==> config.mk <==
export PLATFORM = sky130hd
export DESIGN_NAME = branch_ctrl
export DESIGN_NICKNAME = d
export VERILOG_FILES = /design/src/rtl/branch_ctrl_pkg.sv /design/src/rtl/branch_ctrl_branch_target.sv /design/src/rtl/branch_ctrl.sv
export SDC_FILE = /design/constraint.sdc
export NUM_CORES = 1
export LEC_CHECK = 0
export ABC_AREA = 1
export ABC_CLOCK_PERIOD_IN_PS = 7700
export CAP_MARGIN = 20
export CORE_UTILIZATION = 45
export CTS_CLUSTER_DIAMETER = 200
export CTS_CLUSTER_SIZE = 8
export DETAILED_ROUTE_END_ITERATION = 10
export DONT_BUFFER_PORTS = 1
export PLACE_DENSITY = 0.69
export SLEW_MARGIN = 20
export SYNTH_ARGS = -nofsm -noshare
export SYNTH_HDL_FRONTEND = slang
export SYNTH_SLANG_ARGS = --single-unit
==> constraint.sdc <==
create_clock -name clk -period 7.7 [get_ports clk]
set_clock_uncertainty 0.1 [all_clocks]
set_input_delay 0.77 -clock clk [delete_from_list [all_inputs] [get_ports clk]]
set_output_delay 0.77 -clock clk [all_outputs]
set_load 0.05 [all_outputs]
==> src/rtl/branch_ctrl_pkg.sv <==
// Shared definitions for the ID-stage branch controller: opcode constants,
// forwarding-select encoding, FSM states and the control-transfer decoder.
package branch_ctrl_pkg;

  localparam int unsigned XLEN  = 32;
  localparam int unsigned REG_W = 5;

  localparam logic [5:0] OP_SPECIAL = 6'h00;
  localparam logic [5:0] OP_REGIMM  = 6'h01;
  localparam logic [5:0] OP_J       = 6'h02;
  localparam logic [5:0] OP_JAL     = 6'h03;
  localparam logic [5:0] OP_BEQ     = 6'h04;
  localparam logic [5:0] OP_BNE     = 6'h05;
  localparam logic [5:0] OP_BLEZ    = 6'h06;
  localparam logic [5:0] OP_BGTZ    = 6'h07;

  localparam logic [5:0] FN_JR   = 6'h08;
  localparam logic [5:0] FN_JALR = 6'h09;

  localparam logic [4:0] RI_BLTZ   = 5'h00;
  localparam logic [4:0] RI_BGEZ   = 5'h01;
  localparam logic [4:0] RI_BLTZAL = 5'h10;
  localparam logic [4:0] RI_BGEZAL = 5'h11;

  typedef enum logic [1:0] {
    FWD_RF  = 2'b00,
    FWD_EX  = 2'b01,
    FWD_MEM = 2'b10
  } fwd_sel_e;

  typedef enum logic [1:0] {
    ST_IDLE  = 2'd0,
    ST_STALL = 2'd1,
    ST_DSLOT = 2'd2
  } state_e;

  typedef enum logic [1:0] {
    BR_NONE = 2'd0,
    BR_COND = 2'd1,
    BR_JUMP = 2'd2,
    BR_JREG = 2'd3
  } br_kind_e;

  typedef struct packed {
    br_kind_e kind;
    logic     use_rs;
    logic     use_rt;
  } br_dec_t;

  // Classify an instruction and report which source registers it compares.
  function automatic br_dec_t br_decode(input logic [XLEN-1:0] instr);
    br_dec_t d;
    d.kind   = BR_NONE;
    d.use_rs = 1'b0;
    d.use_rt = 1'b0;
    case (instr[31:26])
      OP_REGIMM: begin
        if (instr[20:16] == RI_BLTZ || instr[20:16] == RI_BGEZ ||
            instr[20:16] == RI_BLTZAL || instr[20:16] == RI_BGEZAL) begin
          d.kind   = BR_COND;
          d.use_rs = 1'b1;
        end
      end
      OP_BEQ, OP_BNE: begin
        d.kind   = BR_COND;
        d.use_rs = 1'b1;
        d.use_rt = 1'b1;
      end
      OP_BLEZ, OP_BGTZ: begin
        d.kind   = BR_COND;
        d.use_rs = 1'b1;
      end
      OP_J, OP_JAL: d.kind = BR_JUMP;
      OP_SPECIAL: begin
        if (instr[5:0] == FN_JR || instr[5:0] == FN_JALR) begin
          d.kind   = BR_JREG;
          d.use_rs = 1'b1;
        end
      end
      default: d.kind = BR_NONE;
    endcase
    return d;
  endfunction

endpackage

==> src/rtl/branch_ctrl_branch_target.sv <==
// Combinational redirect-target calculation for branches, jumps and register jumps.
module branch_target
  import branch_ctrl_pkg::*;
(
  input  br_kind_e          kind,
  input  logic [XLEN-1:0]   pc,
  input  logic [XLEN-1:0]   instr,
  input  logic [XLEN-1:0]   op_a,
  output logic [XLEN-1:0]   target
);

  logic [XLEN-1:0] pc4;
  logic [XLEN-1:0] br_off;

  assign pc4    = pc + XLEN'(4);
  assign br_off = {{14{instr[15]}}, instr[15:0], 2'b00};

  always_comb begin
    target = '0;
    case (kind)
      BR_COND: target = pc4 + br_off;
      BR_JUMP: target = {pc4[31:28], instr[25:0], 2'b00};
      BR_JREG: target = op_a;
      default: target = '0;
    endcase
  end

endmodule

==> src/rtl/branch_ctrl.sv <==
// ID-stage branch controller: hazard stalls, compare forwarding, redirect and delay slot.
// Optional statistics counters are built when BRANCH_STATS_EN is defined.
module branch_ctrl
  import branch_ctrl_pkg::*;
#(
  parameter int unsigned LOAD_STALL = 2,
  parameter int unsigned CNT_W      = 32
) (
  input  logic              clk,
  input  logic              reset,
  input  logic              id_valid,
  input  logic [31:0]       id_instr,
  input  logic [31:0]       id_pc,
  input  logic [31:0]       op_a,
  input  logic              cmp_taken,
  input  logic              ex_wr_en,
  input  logic              ex_is_load,
  input  logic [4:0]        ex_wr_reg,
  input  logic              mem_wr_en,
  input  logic              mem_is_load,
  input  logic [4:0]        mem_wr_reg,
  output logic              stall,
  output logic [1:0]        fwd_a_sel,
  output logic [1:0]        fwd_b_sel,
  output logic              redirect_valid,
  output logic [31:0]       redirect_pc,
  output logic [CNT_W-1:0]  stat_branches,
  output logic [CNT_W-1:0]  stat_taken,
  output logic [CNT_W-1:0]  stat_stalls
);

  localparam int unsigned LOAD_CNT = (LOAD_STALL > 1) ? LOAD_STALL : 1;
  localparam int unsigned STALL_W  = $clog2(LOAD_CNT + 1);

  state_e             state_q, state_d;
  logic [STALL_W-1:0] cnt_q, cnt_d;
  logic               resolve;

  br_dec_t            dec;
  logic [REG_W-1:0]   rs, rt;
  logic [XLEN-1:0]    target;
  logic               ex_hit_a, ex_hit_b, mem_hit_a, mem_hit_b;
  logic               hz_load, hz_one;

  assign dec = br_decode(id_instr);
  assign rs  = id_instr[25:21];
  assign rt  = id_instr[20:16];

  // Register 0 is hardwired and never creates a dependency.
  assign ex_hit_a  = dec.use_rs && (rs != '0) && ex_wr_en  && (ex_wr_reg  == rs);
  assign ex_hit_b  = dec.use_rt && (rt != '0) && ex_wr_en  && (ex_wr_reg  == rt);
  assign mem_hit_a = dec.use_rs && (rs != '0) && mem_wr_en && (mem_wr_reg == rs);
  assign mem_hit_b = dec.use_rt && (rt != '0) && mem_wr_en && (mem_wr_reg == rt);

  assign hz_load = (ex_hit_a || ex_hit_b) && ex_is_load;
  assign hz_one  = ((ex_hit_a || ex_hit_b) && !ex_is_load) ||
                   ((mem_hit_a || mem_hit_b) && mem_is_load);

  branch_target u_target (
    .kind   (dec.kind),
    .pc     (id_pc),
    .instr  (id_instr),
    .op_a   (op_a),
    .target (target)
  );

  always_ff @(posedge clk or posedge reset) begin
    if (reset) begin
      state_q <= ST_IDLE;
      cnt_q   <= '0;
    end else begin
      state_q <= state_d;
      cnt_q   <= cnt_d;
    end
  end

  // Outputs are combinational so a branch resolves in the cycle it sits in ID.
  always_comb begin
    state_d        = state_q;
    cnt_d          = cnt_q;
    stall          = 1'b0;
    fwd_a_sel      = FWD_RF;
    fwd_b_sel      = FWD_RF;
    redirect_valid = 1'b0;
    redirect_pc    = '0;
    resolve        = 1'b0;

    case (state_q)
      ST_IDLE: begin
        if (id_valid && dec.kind != BR_NONE) begin
          if (hz_load) begin
            state_d = ST_STALL;
            cnt_d   = STALL_W'(LOAD_CNT);
          end else if (hz_one) begin
            state_d = ST_STALL;
            cnt_d   = STALL_W'(1);
          end else begin
            resolve        = 1'b1;
            fwd_a_sel      = (mem_hit_a && !mem_is_load) ? FWD_MEM : FWD_RF;
            fwd_b_sel      = (mem_hit_b && !mem_is_load) ? FWD_MEM : FWD_RF;
            redirect_valid = cmp_taken;
            redirect_pc    = cmp_taken ? target : '0;
            state_d        = ST_DSLOT;
          end
        end
      end
      ST_STALL: begin
        stall = 1'b1;
        if (cnt_q <= STALL_W'(1)) begin
          state_d = ST_IDLE;
          cnt_d   = '0;
        end else begin
          cnt_d = cnt_q - STALL_W'(1);
        end
      end
      ST_DSLOT: begin
        if (id_valid) state_d = ST_IDLE;
      end
      default: begin
        state_d = ST_IDLE;
        cnt_d   = '0;
      end
    endcase

    if (reset) begin
      stall          = 1'b0;
      fwd_a_sel      = FWD_RF;
      fwd_b_sel      = FWD_RF;
      redirect_valid = 1'b0;
      redirect_pc    = '0;
      resolve        = 1'b0;
    end
  end

`ifdef BRANCH_STATS_EN
  logic [CNT_W-1:0] n_branches_q, n_taken_q, n_stalls_q;

  always_ff @(posedge clk or posedge reset) begin
    if (reset) begin
      n_branches_q <= '0;
      n_taken_q    <= '0;
      n_stalls_q   <= '0;
    end else begin
      if (resolve)        n_branches_q <= n_branches_q + CNT_W'(1);
      if (redirect_valid) n_taken_q    <= n_taken_q + CNT_W'(1);
      if (stall)          n_stalls_q   <= n_stalls_q + CNT_W'(1);
    end
  end

  assign stat_branches = n_branches_q;
  assign stat_taken    = n_taken_q;
  assign stat_stalls   = n_stalls_q;
`else
  assign stat_branches = '0;
  assign stat_taken    = '0;
  assign stat_stalls   = '0;
`endif

endmodule

Word-level counts from Yosys, hierarchy flattened
Index checks and enable logic that the tools add are counted.
{"block": "word_totals", "output_inout_bits": 134, "ff_bits": 4, "inputBits": 114, "elab_cells": 110}
{"block": "classes", "n_bitwise": 1, "addsub": 3, "eq_ne": 25, "n_mux": 42, "n_lt_le_gt_ge": 1, "n_reduce_logical": 36}
{"cell": "$mux W32", "count": 6}
{"cell": "$pmux W32 S3", "count": 1}
{"cell": "$mux W2", "count": 22}
{"cell": "$add A32 B3 Y32 const B", "count": 1}
{"cell": "$add A32 B32 Y32", "count": 1}
{"cell": "$eq A6 B3 Y1 const B", "count": 4}
{"cell": "$eq A5 B5 Y1", "count": 4}
{"cell": "$logic_and A1 B1 Y1", "count": 16}
{"cell": "$eq A6 B2 Y1 const B", "count": 2}
{"cell": "$eq A6 B4 Y1 const B", "count": 2}
{"cell": "$pmux W2 S3", "count": 2}
{"cell": "$eq A5 B5 Y1 const B", "count": 2}
{"cell": "$reduce_bool A5 Y1", "count": 2}
{"cell": "$mux W1", "count": 8}
{"cell": "$pmux W2 S4", "count": 1}
{"cell": "$logic_or A1 B1 Y1", "count": 7}
{"cell": "$eq A2 B2 Y1 const B", "count": 3}
{"cell": "$eq A6 B1 Y1 const B", "count": 1}
{"cell": "$logic_not A6 Y1", "count": 1}
{"cell": "$ne A2 B2 Y1 const B", "count": 3}
{"cell": "$reduce_and A3 Y1", "count": 2}
{"cell": "$eq A5 B1 Y1 const B", "count": 1}
{"cell": "$logic_not A5 Y1", "count": 1}
{"cell": "$eq A2 B1 Y1 const B", "count": 2}
{"cell": "other kinds (11)", "count": 13}

Depth between registers and ports, before layout
{"block": "depth", "depth_word": 17, "ltp_mapped": 22, "ltp_nobuf": 22}

Cells and area by module
From an unflattened synthesis, not the netlist that was laid out.
{"block": "hier_totals", "hier_cells": 1012, "hier_area_um2": 5407.7}
{"mod": "branch_target", "cells_per_inst": 712, "area_each_um2": 3542.1, "n_inst": 1, "seq_area_each_um2": 0.0}
{"mod": "branch_ctrl", "cells_per_inst": 300, "area_each_um2": 1865.5, "n_inst": 1, "seq_area_each_um2": 100.1}

Worst setup path after synthesis
OpenSTA, ideal clock, no wires.
{"block": "synth_path", "kind": "in2out", "from": "in id_pc[2]", "to": "out redirect_pc[31]", "setup_slack_ps": 3316, "cell_stages": 20, "path_buffers": 0, "t_required_ps": 6830, "arrival_time_ps": 3514, "path_cell_list": "inv_1 nor2_2 inv_2 nor3_4 nand2_1 nor4_4 nand2_1 xor2_1 inv_1 ha_1 nand2_1 nor3_1 nand2_1 inv_1 nand2_1 nand2_1 a21oi_1 nand2_1 nand3_1 a21oi_1"}
{"block": "synth_via", "elab_chain_cells": 9}
{"element": "from (decl)", "line": "branch_ctrl.sv:13", "text": "input logic [31:0] id_pc,"}
{"element": "$add A32 B3 Y32 *", "line": "branch_ctrl_branch_target.sv:15", "text": "assign pc4 = pc + XLEN'(4);"}
{"element": "$add A32 B32 Y32", "line": "branch_ctrl_branch_target.sv:21", "text": "BR_COND: target = pc4 + br_off;"}
{"element": "$pmux W32 S3 *", "line": "branch_ctrl_branch_target.sv:20", "text": "case (kind)"}
{"element": "$mux W32 *", "line": "branch_ctrl.sv:102", "text": "redirect_pc = cmp_taken ? target : '0;"}
{"element": "$mux W32 *", "line": "branch_ctrl.sv:94", "text": "end else if (hz_one) begin"}
{"element": "$mux W32 *", "line": "branch_ctrl.sv:91", "text": "if (hz_load) begin"}
{"element": "$mux W32 *", "line": "branch_ctrl.sv:90", "text": "if (id_valid && dec.kind != BR_NONE) begin"}
{"element": "$mux W32 *", "line": "branch_ctrl.sv:88", "text": "case (state_q)"}
{"element": "$mux W32 *", "line": "branch_ctrl.sv:125", "text": "if (reset) begin"}
{"element": "to (decl)", "line": "branch_ctrl.sv:26", "text": "output logic [31:0] redirect_pc,"}
Mark *: on every way between the ends. The rest lies on a longest branch, timed or not.

Worst setup path after layout
{"block": "layout_path", "from": "in id_pc[5]", "to": "out redirect_pc[29]"}
Same word-level chain as after synthesis.

==> impl_metrics.csv <==
group,metric,value,unit
drt,antenna_left,0,
outcome,status,"finished clean",
timing,setup_viol,0,
finish,fillers,1277,
floorplanning,core-area,11100,µm²
drt,wl_per_cell,14.3,µm
clock_network,cts_root_buf,"clkbuf_16",
setup_path,cp-endpoint,"redirect_pc[29]",
drt,firstDrtPassIters,5,
placed_design,gp_congestion,0.931,
drt,first_iter_violations,421,
grt,overflow,0,
timing,max-slew-margin-rel,0.264,
grt,globalRouteTotalUtil,0.261,
timing,worst_pin_slew,1110,ps
setup_path,timing.reg2reg.setup_slack,6180,ps
finish,layout_common_cells,"nand2_1, inv_1, nor2_1, conb_1, nand3_1",
pwr,leakage,2.73,nW
clock_network,cts_setup_buffers,0,
grt,antenna_found_initial,0,
drt,drt-vias-per-instance,5.04,
finish,multi_input_area,4110,µm²
setup_path,reg2reg_depth,4,
clock_network,clkLatencyLatePin,220,ps
timing,hold_violations,0,
drt,drc_errors,0,
placed_design,hpwl,13.8,mm
setup_path,cp_max_fo,5,
clock_network,cts_hold_buf,0,
grt,grt_pass1_wl,24.6,mm
yosys,synth_seq_cells,4,
yosys,synth-warning-count,0,
timing,final_max_slew_viol_count,0,
timing,final.setup.worst_slack,2780,ps
timing,finalCritPeriodShare,0.639,
clock_network,htreeDepth,1,
timing,rsz0062_at_grt,"no",
floorplanning,fp.dieW,110,µm
finish,final_common_cell,"nand2_1",
setup_path,start_kind,"input port",
floorplanning,io_pins,248,
finish,diodes,0,
yosys,syn_avg_cell_area,5.33,µm²
placed_design,place_ws,2800,ps
job,drv_cap,0,
setup_path,cp-end-kind,"output port",
finish,seq_area,100,µm²
yosys,yosysUniqueCellTypes,40,
finish,nets,1125,
setup_path,rr_startpoint,"state_q[1]",
drt,routed_wl,15.9,mm
yosys,synth_area_leaders,"nand2_1, buf_4, inv_1",
timing,min_period,4920,ps
setup_path,arrival,4050,ps
grt,grt_pass1_vias,4969,
clock_network,clkTransAtPathRegs,30,ps
grt,grt_start_max_net_pins,32,
setup_path,crit_type,"input port to output port",
placed_design,portBuffers,0,
setup_path,r2r_end,"cnt_q[0]",
floorplanning,die_height,110,µm
pwr,power_density,90.7,nW/µm²
clock_network,clk_path_buf_depth,2,
timing,finalSetupTns,0,ps
clock_network,cts_tree,"done",
finish,drive_gt1_frac,0.0514,
yosys,netlist_area,5210,µm²
floorplanning,start_util,0.470,
drt,num_vias,5609,
pwr,ir_worst_vdd,0.0924,mV
clock_network,cts-buffers-inserted,3,
min_path,min_path_type,"input port to async pin",
yosys,seq_area_frac_synth,0.0192,
yosys,synth.top_cell.area_share,0.219,
finish,area_growth,-2.71,%
floorplanning,rows,38,
yosys,syn-instance-count,977,
clock_network,clock_sinks,4,
yosys,synth_largest_area_cell,"nand2_1",
setup_path,crit_path_start,"id_pc[5]",
floorplanning,dieArea,12000,µm²
clock_network,cts-resized-gates,0,
timing,max_freq,203,MHz
pwr,power,460,µW
setup_path,critPathRequiredTime,6830,ps
==> layout make-up <==
| cell class | instances | share of cell area |
|---|---|---|
| sequential | 4 | 0.0197 |
| timing repair buffer | 4 | 0.00592 |
| multi-input combinational | 807 | 0.810 |
| inverter | 155 | 0.115 |
| clock buffer | 3 | 0.0148 |
| tap | 140 | 0.0346 |
==> flip-flops by register name, indices dropped and copies added (netlist names) <==
signal and cells:
state_q 2, cnt_q 2
==> cells in the mapped netlist (all sizes together) <==
cell type    n
a21o         1
a21oi       51
a221oi       2
a22oi       25
and2         1
and3         1
buf        103
clkbuf       5
clkinv       1
conb         1
dfrtp        4
fa           1
ha          35
inv        154
nand2      305
nand3       78
nand3b       3
nand4       17
nor2       106
nor3        16
nor4         3
o21a         2
o21ai       13
o21bai       3
o22ai        2
or2          8
xnor2       18
xor2        18
==> routing by layer <==
layer | up-vias | share of wire | track usage
met2 | 266 | 0.47 | 0.462
li1 | 2894 | - | -
met4 | 0 | 0.016 | 0.0486
met1 | 2429 | 0.45 | 0.339
met5 | - | 0 | 0
met3 | 20 | 0.068 | 0.0338
==> report_power, final <==
| part | switching (mW) | internal (mW) | total (mW) | leakage [nW] |
|---|---|---|---|---|
| clock network | 0.0127 | 0.0662 | 0.0788 | 0.0370 |
| logic | 0.264 | 0.0836 | 0.347 | 2.64 |
| registers | 0.00577 | 0.0279 | 0.0337 | 0.0518 |
| total | 0.282 | 0.178 | 0.460 | 2.73 |
==> worst min-delay path by stage <==
stage,from,to,slack [ps]
final,reset,state_q[0],240
after global routing,reset,cnt_q[0],270
after CTS,reset,state_q[1],240
after detailed placement,cnt_q[0],cnt_q[0],390
after global placement,cnt_q[0],cnt_q[0],380
after floorplan,cnt_q[0],cnt_q[0],360
==> metrics by stage <==
stage          utilization  hold WS, ps  cell area, µm²  std cells
6_report             0.458          241            5070       1113
5_1_grt              0.458          266            5070       1113
4_1_cts              0.458          243            5070       1113
3_5_place_dp         0.451          391            4990       1110
3_3_place_gp         0.451          382            4990       1110
2_1_floorplan            -          357            5570       1074
==> kinds of logic after synthesis <==
family | Yosys count | synth area share
AND/OR/NAND/NOR | 538 | 0.446
AO/OA/AOI/OAI | 99 | 0.121
flip-flops | 4 | 0.0192
XOR/XNOR | 36 | 0.0605
adder cells (fa/ha/maj) | 36 | 0.0879
buffers and inverters | 263 | 0.264
other | 1 | 0.000720
==> worst max-delay path, stage by stage <==
cell and delay, ps:
nand2_1 90, nor2_1 200, nand2_1 160, nor4_2 330
nand3_1 190, xor2_1 160, inv_1 60, ha_1 360
nand2_1 110, nor2_1 280, nand2_1 130, nor3_1 140
nand2_1 100, nand3_1 90, nand2_1 50, nor2_1 110
nor2_1 50, nor2_1 670
Note: power is estimated with default switching activity, not from simulation.
